<file path="src/rtl/rt_ibex_pcs_ctrl_pkg.sv">
// Shared types and defaults for the PCS context-stack sequencer.
package rt_ibex_pcs_ctrl_pkg;

  localparam int unsigned IrqLevelWidthDef  = 8;
  localparam int unsigned StackDepthDef     = 4;
  localparam int unsigned RestoreTimeoutDef = 8;

  typedef enum logic [1:0] {
    PcsIdle,
    PcsSave,
    PcsRestore
  } pcs_ctrl_state_e;

  // Bits needed to hold a count from 0 up to and including n.
  function automatic int unsigned count_width(input int unsigned n);
    return $clog2(n + 1);
  endfunction

endpackage

</file>
<file path="src/rtl/rt_ibex_pcs_ctrl_if.sv">
// Controller/PCS handshake bundle seen by the PCS sequencer.
interface rt_ibex_pcs_ctrl_if #(
  parameter int unsigned IrqLevelWidth = 8,
  parameter int unsigned DepthWidth    = 3
);
  logic                     irq_valid_i;
  logic [IrqLevelWidth-1:0] irq_level_i;
  logic                     irq_take_o;
  logic                     irq_ack_i;
  logic                     mret_id_i;
  logic                     mret_wb_i;
  logic [IrqLevelWidth-1:0] pcs_irq_level_o;
  logic                     pcs_irq_ack_o;
  logic                     pcs_irq_exit_o;
  logic                     pcs_next_mret_o;
  logic                     pcs_restore_done_i;
  logic                     stall_o;
  logic [IrqLevelWidth-1:0] cur_level_o;
  logic [DepthWidth-1:0]    depth_o;
  logic                     err_o;

  modport slave (
    input  irq_valid_i, irq_level_i, irq_ack_i, mret_id_i, mret_wb_i, pcs_restore_done_i,
    output irq_take_o, pcs_irq_level_o, pcs_irq_ack_o, pcs_irq_exit_o, pcs_next_mret_o,
           stall_o, cur_level_o, depth_o, err_o
  );

  modport master (
    output irq_valid_i, irq_level_i, irq_ack_i, mret_id_i, mret_wb_i, pcs_restore_done_i,
    input  irq_take_o, pcs_irq_level_o, pcs_irq_ack_o, pcs_irq_exit_o, pcs_next_mret_o,
           stall_o, cur_level_o, depth_o, err_o
  );
endinterface

</file>
<file path="src/rtl/rt_ibex_pcs_level_stack.sv">
// Flop-based LIFO of preempted interrupt levels; push and pop are mutually exclusive.
module rt_ibex_pcs_level_stack #(
  parameter int unsigned Width  = 8,
  parameter int unsigned Depth  = 4,
  parameter int unsigned DepthW = 3
) (
  input  logic              clk_i,
  input  logic              rst_ni,
  input  logic              i_push,
  input  logic              i_pop,
  input  logic [Width-1:0]  i_data,
  output logic [Width-1:0]  o_top,
  output logic [DepthW-1:0] o_depth,
  output logic              o_full,
  output logic              o_empty
);

  localparam int unsigned IdxW = (Depth > 1) ? $clog2(Depth) : 1;

  logic [Width-1:0]  r_mem [Depth];
  logic [DepthW-1:0] r_depth;
  logic [DepthW-1:0] w_top_ptr;

  assign w_top_ptr = r_depth - DepthW'(1);
  assign o_full    = (r_depth == DepthW'(Depth));
  assign o_empty   = (r_depth == '0);
  assign o_depth   = r_depth;
  assign o_top     = r_mem[IdxW'(w_top_ptr)];

  // Full/empty guards keep depth saturating instead of wrapping.
  always_ff @(posedge clk_i or negedge rst_ni) begin
    if (!rst_ni) begin
      r_depth <= '0;
      for (int i = 0; i < int'(Depth); i++) r_mem[i] <= '0;
    end else if (i_push && !o_full) begin
      r_mem[IdxW'(r_depth)] <= i_data;
      r_depth               <= r_depth + DepthW'(1);
    end else if (i_pop && !o_empty) begin
      r_depth <= w_top_ptr;
    end
  end

endmodule

</file>
<file path="src/rtl/rt_ibex_pcs_ctrl.sv">
// Interrupt-nesting sequencer: drives PCS save/restore pulses and stalls the core meanwhile.
module rt_ibex_pcs_ctrl
  import rt_ibex_pcs_ctrl_pkg::*;
#(
  parameter int unsigned IrqLevelWidth  = IrqLevelWidthDef,
  parameter int unsigned StackDepth     = StackDepthDef,
  parameter int unsigned RestoreTimeout = RestoreTimeoutDef
) (
  input logic               clk_i,
  input logic               rst_ni,
  rt_ibex_pcs_ctrl_if.slave bus
);

  localparam int unsigned DepthW = count_width(StackDepth);
  localparam int unsigned CntW   = count_width(RestoreTimeout);

  pcs_ctrl_state_e          r_state, w_state_next;
  logic [IrqLevelWidth-1:0] r_cur_level, w_cur_level_next;
  logic [CntW-1:0]          r_cnt, w_cnt_next;
  logic                     r_err, w_err_next;
  logic                     r_exit, w_exit_next;

  logic                     w_push, w_pop, w_full, w_empty, w_take;
  logic [IrqLevelWidth-1:0] w_top;
  logic [DepthW-1:0]        w_depth;

  rt_ibex_pcs_level_stack #(
    .Width  (IrqLevelWidth),
    .Depth  (StackDepth),
    .DepthW (DepthW)
  ) u_stack (
    .clk_i   (clk_i),
    .rst_ni  (rst_ni),
    .i_push  (w_push),
    .i_pop   (w_pop),
    .i_data  (r_cur_level),
    .o_top   (w_top),
    .o_depth (w_depth),
    .o_full  (w_full),
    .o_empty (w_empty)
  );

  assign w_take = (r_state == PcsIdle) && bus.irq_valid_i &&
                  (bus.irq_level_i > r_cur_level) && !w_full;

  always_ff @(posedge clk_i or negedge rst_ni) begin
    if (!rst_ni) begin
      r_state     <= PcsIdle;
      r_cur_level <= '0;
      r_cnt       <= '0;
      r_err       <= 1'b0;
      r_exit      <= 1'b0;
    end else begin
      r_state     <= w_state_next;
      r_cur_level <= w_cur_level_next;
      r_cnt       <= w_cnt_next;
      r_err       <= w_err_next;
      r_exit      <= w_exit_next;
    end
  end

  always_comb begin
    w_state_next     = r_state;
    w_cur_level_next = r_cur_level;
    w_cnt_next       = r_cnt;
    w_err_next       = r_err;
    w_exit_next      = 1'b0;
    w_push           = 1'b0;
    w_pop            = 1'b0;
    unique case (r_state)
      PcsIdle: begin
        if (bus.irq_ack_i && bus.mret_wb_i) begin
          // Tail-chain: the returning handler's slot is reused by the new irq.
          w_cur_level_next = bus.irq_level_i;
        end else if (bus.irq_ack_i) begin
          if (w_take) begin
            w_push           = 1'b1;
            w_cur_level_next = bus.irq_level_i;
            w_state_next     = PcsSave;
          end else begin
            w_err_next = 1'b1;
          end
        end else if (bus.mret_wb_i) begin
          if (!w_empty) begin
            w_pop            = 1'b1;
            w_cur_level_next = w_top;
            w_cnt_next       = '0;
            w_exit_next      = 1'b1;
            w_state_next     = PcsRestore;
          end else begin
            w_err_next = 1'b1;
          end
        end
      end
      PcsSave: begin
        if (bus.irq_ack_i || bus.mret_wb_i) w_err_next = 1'b1;
        w_state_next = PcsIdle;
      end
      PcsRestore: begin
        if (bus.irq_ack_i || bus.mret_wb_i) w_err_next = 1'b1;
        if (bus.pcs_restore_done_i) begin
          w_state_next = PcsIdle;
        end else if (r_cnt == CntW'(RestoreTimeout - 1)) begin
          w_state_next = PcsIdle;
          w_err_next   = 1'b1;
        end else begin
          w_cnt_next = r_cnt + CntW'(1);
        end
      end
      default: w_state_next = PcsIdle;
    endcase
  end

  assign bus.irq_take_o      = w_take;
  assign bus.pcs_next_mret_o = bus.mret_id_i && !w_empty && (r_state == PcsIdle);
  assign bus.pcs_irq_level_o = r_cur_level;
  assign bus.pcs_irq_ack_o   = (r_state == PcsSave);
  assign bus.pcs_irq_exit_o  = r_exit;
  assign bus.stall_o         = (r_state != PcsIdle);
  assign bus.cur_level_o     = r_cur_level;
  assign bus.depth_o         = w_depth;
  assign bus.err_o           = r_err;

endmodule

</file>
<file path="src/flat_wrapper.sv">
// flat-port wrapper written by rule: the top's interface ports become plain ports
module rt_ibex_pcs_ctrl_flat import rt_ibex_pcs_ctrl_pkg::*;
#(
  parameter int unsigned IrqLevelWidth  = IrqLevelWidthDef,
  parameter int unsigned StackDepth     = StackDepthDef,
  parameter int unsigned RestoreTimeout = RestoreTimeoutDef
)
  (clk_i, rst_ni, bus_irq_valid_i, bus_irq_level_i, bus_irq_ack_i, bus_mret_id_i, bus_mret_wb_i, bus_pcs_restore_done_i, bus_irq_take_o, bus_pcs_irq_level_o, bus_pcs_irq_ack_o, bus_pcs_irq_exit_o, bus_pcs_next_mret_o, bus_stall_o, bus_cur_level_o, bus_depth_o, bus_err_o);
  rt_ibex_pcs_ctrl_if #(.IrqLevelWidth(IrqLevelWidth), .DepthWidth(3)) bus_i ();
  input logic clk_i;
  input logic rst_ni;
  input wire logic [$bits(bus_i.irq_valid_i)-1:0] bus_irq_valid_i;
  input wire logic [$bits(bus_i.irq_level_i)-1:0] bus_irq_level_i;
  input wire logic [$bits(bus_i.irq_ack_i)-1:0] bus_irq_ack_i;
  input wire logic [$bits(bus_i.mret_id_i)-1:0] bus_mret_id_i;
  input wire logic [$bits(bus_i.mret_wb_i)-1:0] bus_mret_wb_i;
  input wire logic [$bits(bus_i.pcs_restore_done_i)-1:0] bus_pcs_restore_done_i;
  output wire logic [$bits(bus_i.irq_take_o)-1:0] bus_irq_take_o;
  output wire logic [$bits(bus_i.pcs_irq_level_o)-1:0] bus_pcs_irq_level_o;
  output wire logic [$bits(bus_i.pcs_irq_ack_o)-1:0] bus_pcs_irq_ack_o;
  output wire logic [$bits(bus_i.pcs_irq_exit_o)-1:0] bus_pcs_irq_exit_o;
  output wire logic [$bits(bus_i.pcs_next_mret_o)-1:0] bus_pcs_next_mret_o;
  output wire logic [$bits(bus_i.stall_o)-1:0] bus_stall_o;
  output wire logic [$bits(bus_i.cur_level_o)-1:0] bus_cur_level_o;
  output wire logic [$bits(bus_i.depth_o)-1:0] bus_depth_o;
  output wire logic [$bits(bus_i.err_o)-1:0] bus_err_o;
  assign bus_i.irq_valid_i = bus_irq_valid_i;
  assign bus_i.irq_level_i = bus_irq_level_i;
  assign bus_i.irq_ack_i = bus_irq_ack_i;
  assign bus_i.mret_id_i = bus_mret_id_i;
  assign bus_i.mret_wb_i = bus_mret_wb_i;
  assign bus_i.pcs_restore_done_i = bus_pcs_restore_done_i;
  assign bus_irq_take_o = bus_i.irq_take_o;
  assign bus_pcs_irq_level_o = bus_i.pcs_irq_level_o;
  assign bus_pcs_irq_ack_o = bus_i.pcs_irq_ack_o;
  assign bus_pcs_irq_exit_o = bus_i.pcs_irq_exit_o;
  assign bus_pcs_next_mret_o = bus_i.pcs_next_mret_o;
  assign bus_stall_o = bus_i.stall_o;
  assign bus_cur_level_o = bus_i.cur_level_o;
  assign bus_depth_o = bus_i.depth_o;
  assign bus_err_o = bus_i.err_o;
  rt_ibex_pcs_ctrl #(.IrqLevelWidth(IrqLevelWidth), .StackDepth(StackDepth), .RestoreTimeout(RestoreTimeout)) u_core (.clk_i(clk_i), .rst_ni(rst_ni), .bus(bus_i));
endmodule
</file>
<file path="config.mk">
export PLATFORM = sky130hd
export DESIGN_NAME = rt_ibex_pcs_ctrl_flat
export DESIGN_NICKNAME = d
export VERILOG_FILES = /design/src/rtl/rt_ibex_pcs_ctrl_pkg.sv /design/src/rtl/rt_ibex_pcs_ctrl_if.sv /design/src/rtl/rt_ibex_pcs_level_stack.sv /design/src/rtl/rt_ibex_pcs_ctrl.sv /design/src/flat_wrapper.sv
export SDC_FILE = /design/constraint.sdc
export NUM_CORES = 1
export LEC_CHECK = 0
export CORE_MARGIN = 3
export CORE_UTILIZATION = 50
export CTS_BUF_LIST = sky130_fd_sc_hd__clkbuf_2
export DETAILED_ROUTE_END_ITERATION = 16
export PLACE_DENSITY = 0.88
export SLEW_MARGIN = 40
export SYNTH_ARGS = -nofsm -noshare
export SYNTH_HDL_FRONTEND = slang
export SYNTH_SLANG_ARGS = --single-unit
</file>
<file path="constraint.sdc">
create_clock -name clk_i -period 2.1 [get_ports clk_i]
set_clock_uncertainty 0.1 [all_clocks]
set_input_delay 0.525 -clock clk_i [delete_from_list [all_inputs] [get_ports clk_i]]
set_output_delay 0.525 -clock clk_i [all_outputs]
set_load 0.1 [all_outputs]
</file>
* Word-level counts from Yosys, hierarchy flattened
Cells that the tools add are included.
** Word-level totals
- Register bits after elaboration :: 51
- Input port bits :: 15
- Output and inout bits :: 25
- Word-level logic and storage cells :: 106
** Operators by class
- Add/subtract/negate cells :: 3
- Magnitude comparators :: 4
- Eq/ne operators :: 18
- Mux-type cells :: 46
- Bitwise logic cells :: 2
- Reduce and logical (&&, ||, !) cells :: 23
** Operator list (count)
- $mux 8 :: 8
- $bwmux 32 :: 1
- $mux 4 :: 6
- $mux 1 :: 17
- $bmux 8 s2 :: 1
- $demux 8 s2 :: 1
- $ne 3x3->1 const B :: 5
- $mux 2 :: 7
- $ne 2x2->1 const B :: 6
- $reduce_and 5->1 :: 2
- $logic_and 1x1->1 :: 9
- $gt 8x8->1 :: 1
- $pmux 4 s2 :: 1
- $reduce_and 7->1 :: 1
- $ge 3x3->1 const B :: 2
- $mux 3 :: 2
- $ne 3x2->1 const B :: 2
- $not 2->3 :: 2
- $reduce_bool 2->1 :: 3
- $reduce_bool 3->1 :: 2
- $add 4x1->4 const B :: 1
- $eq 4x3->1 const B :: 1
- $pmux 2 s2 :: 1
- $reduce_and 4->1 :: 1
- 12 further kinds :: 13

* Longest topological paths before layout
- Depth after elaboration :: 10
- Depth in mapped cells :: 10
- Gate-level depth less buffers :: 8

* Hierarchy
Synthesis repeated with hierarchy kept, for this count alone.
** Unflattened totals
- Cell total of the unflattened synthesis :: 274
- Area total of the unflattened synthesis :: 3115.5 µm²
** Modules (own cells, without submodules)
- rt_ibex_pcs_level_stack :: instances 1, cells an instance 113, area an instance 1697.9 µm², sequential area each 875.8 µm²
- rt_ibex_pcs_ctrl :: instances 1, cells an instance 161, area an instance 1417.6 µm², sequential area each 400.4 µm²

* Least setup slack after synthesis
No wires, ideal clock.
- Path kind :: register -> output
- Start point :: register u_core.u_stack.r_depth[0] (netlist: u_core.u_stack.o_depth[0])
- End point :: output port bus_pcs_next_mret_o
- Data arrival time :: 2.670 ns
- Data required time :: 1.475 ns
- Setup slack :: -1.195 ns
- Stages on the path, launching flop included :: 6
- Buffers on the path :: 1
- Cell sequence :: dfrtp_1 > buf_2 > inv_1 > ha_1 > nand2b_1 > and3_1
** On the way
- Longest elaborated chain between the ends :: 4
** RTL lines
- start, declared :: RTL line rt_ibex_pcs_level_stack.sv:21 : logic [DepthW-1:0] r_depth;
- start signal, assigned :: RTL line rt_ibex_pcs_level_stack.sv:37 : r_depth <= r_depth + DepthW'(1);
- start signal, assigned :: RTL line rt_ibex_pcs_level_stack.sv:39 : r_depth <= w_top_ptr;
- $logic_not 3->1 :: RTL line rt_ibex_pcs_level_stack.sv:26 : assign o_empty = (r_depth == '0);
- $logic_not 1->1
- $logic_and 1x1->1 (2 in a row) :: RTL line rt_ibex_pcs_ctrl.sv:115 : assign bus.pcs_next_mret_o = bus.mret_id_i && !w_empty && (r_state == PcsIdle);
- end, declared :: RTL line flat_wrapper.sv:22 : output wire logic [$bits(bus_i.pcs_next_mret_o)-1:0] bus_pcs_next_mret_o;
No other way between the ends.

* Worst setup path after layout
- Start point :: register u_core.r_cur_level[7] (netlist: u_core.bus.cur_level_o[7])
- End point :: output port bus_irq_take_o
** On the way
- Longest elaborated chain between the ends :: 3
** RTL lines
- start, declared :: RTL line rt_ibex_pcs_ctrl.sv:18 : logic [IrqLevelWidth-1:0] r_cur_level, w_cur_level_next;
- start signal, assigned :: RTL line rt_ibex_pcs_ctrl.sv:55 : r_cur_level <= w_cur_level_next;
- $gt 8x8->1 :: RTL line rt_ibex_pcs_ctrl.sv:44 : (bus.irq_level_i > r_cur_level) && !w_full;
- $logic_and 1x1->1 :: RTL line rt_ibex_pcs_ctrl.sv:43 : assign w_take = (r_state == PcsIdle) && bus.irq_valid_i &&
- $logic_and 1x1->1 :: RTL line rt_ibex_pcs_ctrl.sv:44
- end, declared :: RTL line flat_wrapper.sv:18 : output wire logic [$bits(bus_i.irq_take_o)-1:0] bus_irq_take_o;
No other way between the ends.

==> metrics.log <==
[metrics] register bit total from synthesis: 51
[metrics] initial antenna violation count: 0
[metrics] Post-synth EDFFs: 0
[metrics] summed instance area of the synthesized netlist: 2922 um^2
[metrics] number of violations reported at the end of detailed-routing iteration 0: 151
[metrics] worst min path class: in2async
[metrics] Final Slew Violations: 0
[metrics] count of inserted antenna diode cells: 0
[metrics] final core utilization: 80.54%
[metrics] Data arrival, critical path: 2.22 ns
[metrics] die outline area: 6796 um^2
[metrics] share of synthesized registers carrying an async set or reset: 100.0%
[metrics] total global routing track utilization: 27.20%
[metrics] residual overflow from global routing: 0
[metrics] core area: 5574 um^2
[metrics] global-route wire length before repair: 13,320 um
[metrics] Max-Cap Viols: 0
[metrics] detailed placement HPWL: 5249 um
[metrics] area growth from synthesis to layout: 53.66%
[metrics] ratio of cells with drive above 1 in the final layout: 61.88%
[metrics] crit-path max FO: 2
[metrics] Worst slew margin: 78.75%
[metrics] clock-pin transition on the worst setup and hold timing paths: 0.29 ns
[metrics] Yosys top cell area share: 43.68%
[metrics] count of unique library cells instantiated by Yosys: 46
[metrics] power density over cell area: 1783 nW/um^2
[metrics] remaining antenna violation count: 0
[metrics] Worst Setup EP: bus_irq_take_o
[metrics] CP endpoint kind: output pin
[metrics] Slew @ Worst Pin: 0.3186 ns
[metrics] Clock H-tree levels: 2
[metrics] total length of routed wires: 9053 um
[metrics] number of placement rows: 27
[metrics] largest buffer count on any clock path: 2
[metrics] Root Buffer Master: clkbuf_2
[metrics] initial core utilization: 52.41%
[metrics] failing checks: setup timing
[metrics] cell types with the largest area share after synthesis: dfrtp_1 (44%), mux2_4 (12%), ha_1 (7.7%)
[metrics] post-DR vias/cell: 5.844
[metrics] post-synthesis instance total: 231
[metrics] Post-Synthesis Mean Instance Area: 12.65 um^2
[metrics] Worst R2R Start: u_core.bus.cur_level_o[7]$_DFFE_PN0P_
[metrics] CTS buffer count: 5
[metrics] RR Endpoint: u_core.u_stack.r_mem[19]$_DFFE_PN0P_
[metrics] total area of multi-input combinational cells: 1789 um^2
[metrics] TritonCTS clock tree: built
[metrics] horizontal die dimension: 82.44 um
[metrics] result of the run: finished, violations left
[metrics] final hold violation count: 0
[metrics] number of port buffers: 39
[metrics] unrepaired setup endpoints after global routing: yes
[metrics] nets in the synthesized netlist: 264
[metrics] DRT Pass-1 Iters: 4
[metrics] die height: 82.44 um
[metrics] number of failing setup endpoints in the final timing report: 50
[metrics] Via Count: 2,291
[metrics] net total in the final layout: 352
[metrics] sink count of the clock tree: 51
[metrics] post-layout min period: 2.850 ns
[metrics] total placed cells including tap cells: 367
[metrics] I/O Pins: 40
[metrics] Primary FF master, synth: dfrtp_1
[metrics] largest area contributor in the netlist: dfrtp_1
[metrics] Synthesis Warnings: 0
[metrics] Final Wtd Congestion: 0.8560
[metrics] most common library cells after synthesis: dfrtp_1 (51), mux2_4 (24), ha_1 (18)
[metrics] post-route setup slack: -0.7499 ns
[metrics] sequential share of the synthesized area: 43.68%
[metrics] clock network latency to the later pin of the worst-skew pair: 0.46 ns
[metrics] count leader, synth: dfrtp_1
[metrics] number of cell instances on the worst register-to-register path: 11
[metrics] nature of the critical path startpoint: register
[metrics] maximum clock frequency: 0.3509 GHz
[metrics] timing startpoint of the critical path: u_core.bus.cur_level_o[7]$_DFFE_PN0P_
[metrics] Max rail drop VDD: 1169 uV
[metrics] register-to-register path setup slack: -0.48 ns
[metrics] largest net degree at the start of global routing: 52
[metrics] area of all sequential standard cells: 1315 um^2
[metrics] Worst Path Class, Setup: reg2out
[metrics] Pleak: 2.100 nW
[metrics] final period utilization: 135.7%
[metrics] final std cells w/o fill: 392
[metrics] number of design rule violations left after detail routing: 0
[metrics] number of global-route vias before repair: 2,502
[metrics] Fillers: 283
[metrics] CP required: 1.47 ns
[metrics] routed len/inst: 23.09 um
[where the power goes]
part           switching, mW  total (mW)  internal, mW
clock network          0.347       0.549         0.202
logic                   3.20        5.73          2.53
registers              0.330        1.73          1.40
[how the worst min path moves through the flow]
stage	from	to	slack (ns)	depth (start not counted)
after global routing	rst_ni	u_core.bus.cur_level_o[3]$_DFFE_PN0P_	0.45	3
after global placement	u_core.u_stack.r_mem[7]$_DFFE_PN0P_	u_core.u_stack.r_mem[7]$_DFFE_PN0P_	0.37	2
final	rst_ni	u_core.bus.cur_level_o[0]$_DFFE_PN0P_	0.45	3
after CTS	u_core.r_cnt[2]$_DFFE_PN0P_	u_core.r_cnt[2]$_DFFE_PN0P_	0.44	1
after detailed placement	u_core.u_stack.r_mem[7]$_DFFE_PN0P_	u_core.u_stack.r_mem[7]$_DFFE_PN0P_	0.38	2
after floorplan	rst_ni	u_core.bus.err_o$_DFFE_PN0P_	0.13	0
[cells by family after synthesis]
group / after synthesis / share of synthesized area, %
AND/OR/NAND/NOR: 42 / 8.566
flip-flops: 51 / 43.68
AO/OA/AOI/OAI: 38 / 9.294
adder cells (fa/ha/maj): 18 / 7.709
XOR/XNOR: 2 / 0.5997
multiplexers: 50 / 24.84
buffers and inverters: 30 / 5.311
[layer usage]
layer / routed length, um / track usage (%)
met1: 3731 / 33.17
met2: 4734 / 46.79
met3: 327 / 4.989
met4: 259 / 11.96
met5: 0 / 0
[registers in the layout, summed over array words and instances (netlist names)]
register,count
u_core.r_state,2
u_core.u_stack.r_mem,32
u_core.bus.pcs_irq_exit_o,1
u_core.u_stack.o_depth,3
u_core.r_cnt,4
u_core.bus.cur_level_o,8
u_core.bus.err_o,1
[through the flow]
step           setup slack [ns]  hold slack [ns]  total power, mW  instance area, um^2  TNS, ns
6_report                -0.7499           0.4466            8.005                 4489   -17.68
3_3_place_gp            -0.7099           0.3667            6.451                 4043   -28.82
2_1_floorplan           -0.3272           0.1294            4.904                 3112   -10.15
4_1_cts                 -0.6529           0.4368            7.438                 4273   -12.15
5_1_grt                 -0.8458           0.4519            8.313                 4489   -20.97
3_5_place_dp            -0.7968           0.3841            6.639                 4043   -32.88
[layout make-up]
| cell class | instances | share of cell area [%] |
|---|---|---|
| Tap cell | 72 | 2.007 |
| Sequential cell | 51 | 29.29 |
| Multi-Input combinational cell | 150 | 39.86 |
| Clock inverter | 3 | 0.9476 |
| Inverter | 14 | 1.672 |
| Timing Repair Buffer | 97 | 25.67 |
| Clock buffer | 5 | 0.5574 |
[critical path, cell delays in order, from the launching register on]
cell,delay [ns]
dfrtp_4,0.51
inv_4,0.05
ha_4,0.29
nand2_4,0.07
nor2_4,0.10
a21boi_2,0.24
o21a_1,0.22
buf_12,0.13
buf_12,0.16
[layout by cell type (no fill, tap or decap), types with 6 or more instances in the layout]
cell type | Yosys | layout
buf_12 | 0 | 28
buf_4 | 8 | 42
buf_6 | 1 | 11
clkdlybuf4s50_1 | 0 | 7
dfrtp_1 | 51 | 40
dfrtp_4 | 0 | 10
dlygate4sd2_1 | 0 | 6
ha_1 | 18 | 8
ha_4 | 0 | 10
inv_4 | 0 | 9
mux2_4 | 24 | 27
mux2i_1 | 14 | 12
mux4_2 | 8 | 8
nand2_1 | 14 | 7
o21ai_1 | 11 | 6
o21ai_2 | 1 | 6
[what timing repair did]
| item | CTS | global route |
|---|---|---|
| hold buffers | 1 | 0 |
| setup endpoints to repair | 48 | 51 |
| buffers inserted | 7 | 9 |
| resized for setup | 34 | 33 |
| cloned | 1 | 0 |
| pin swaps | 17 | 11 |
| endpoints found under the hold margin | 51 | 0 |
Power figures use the tool's default switching activity.
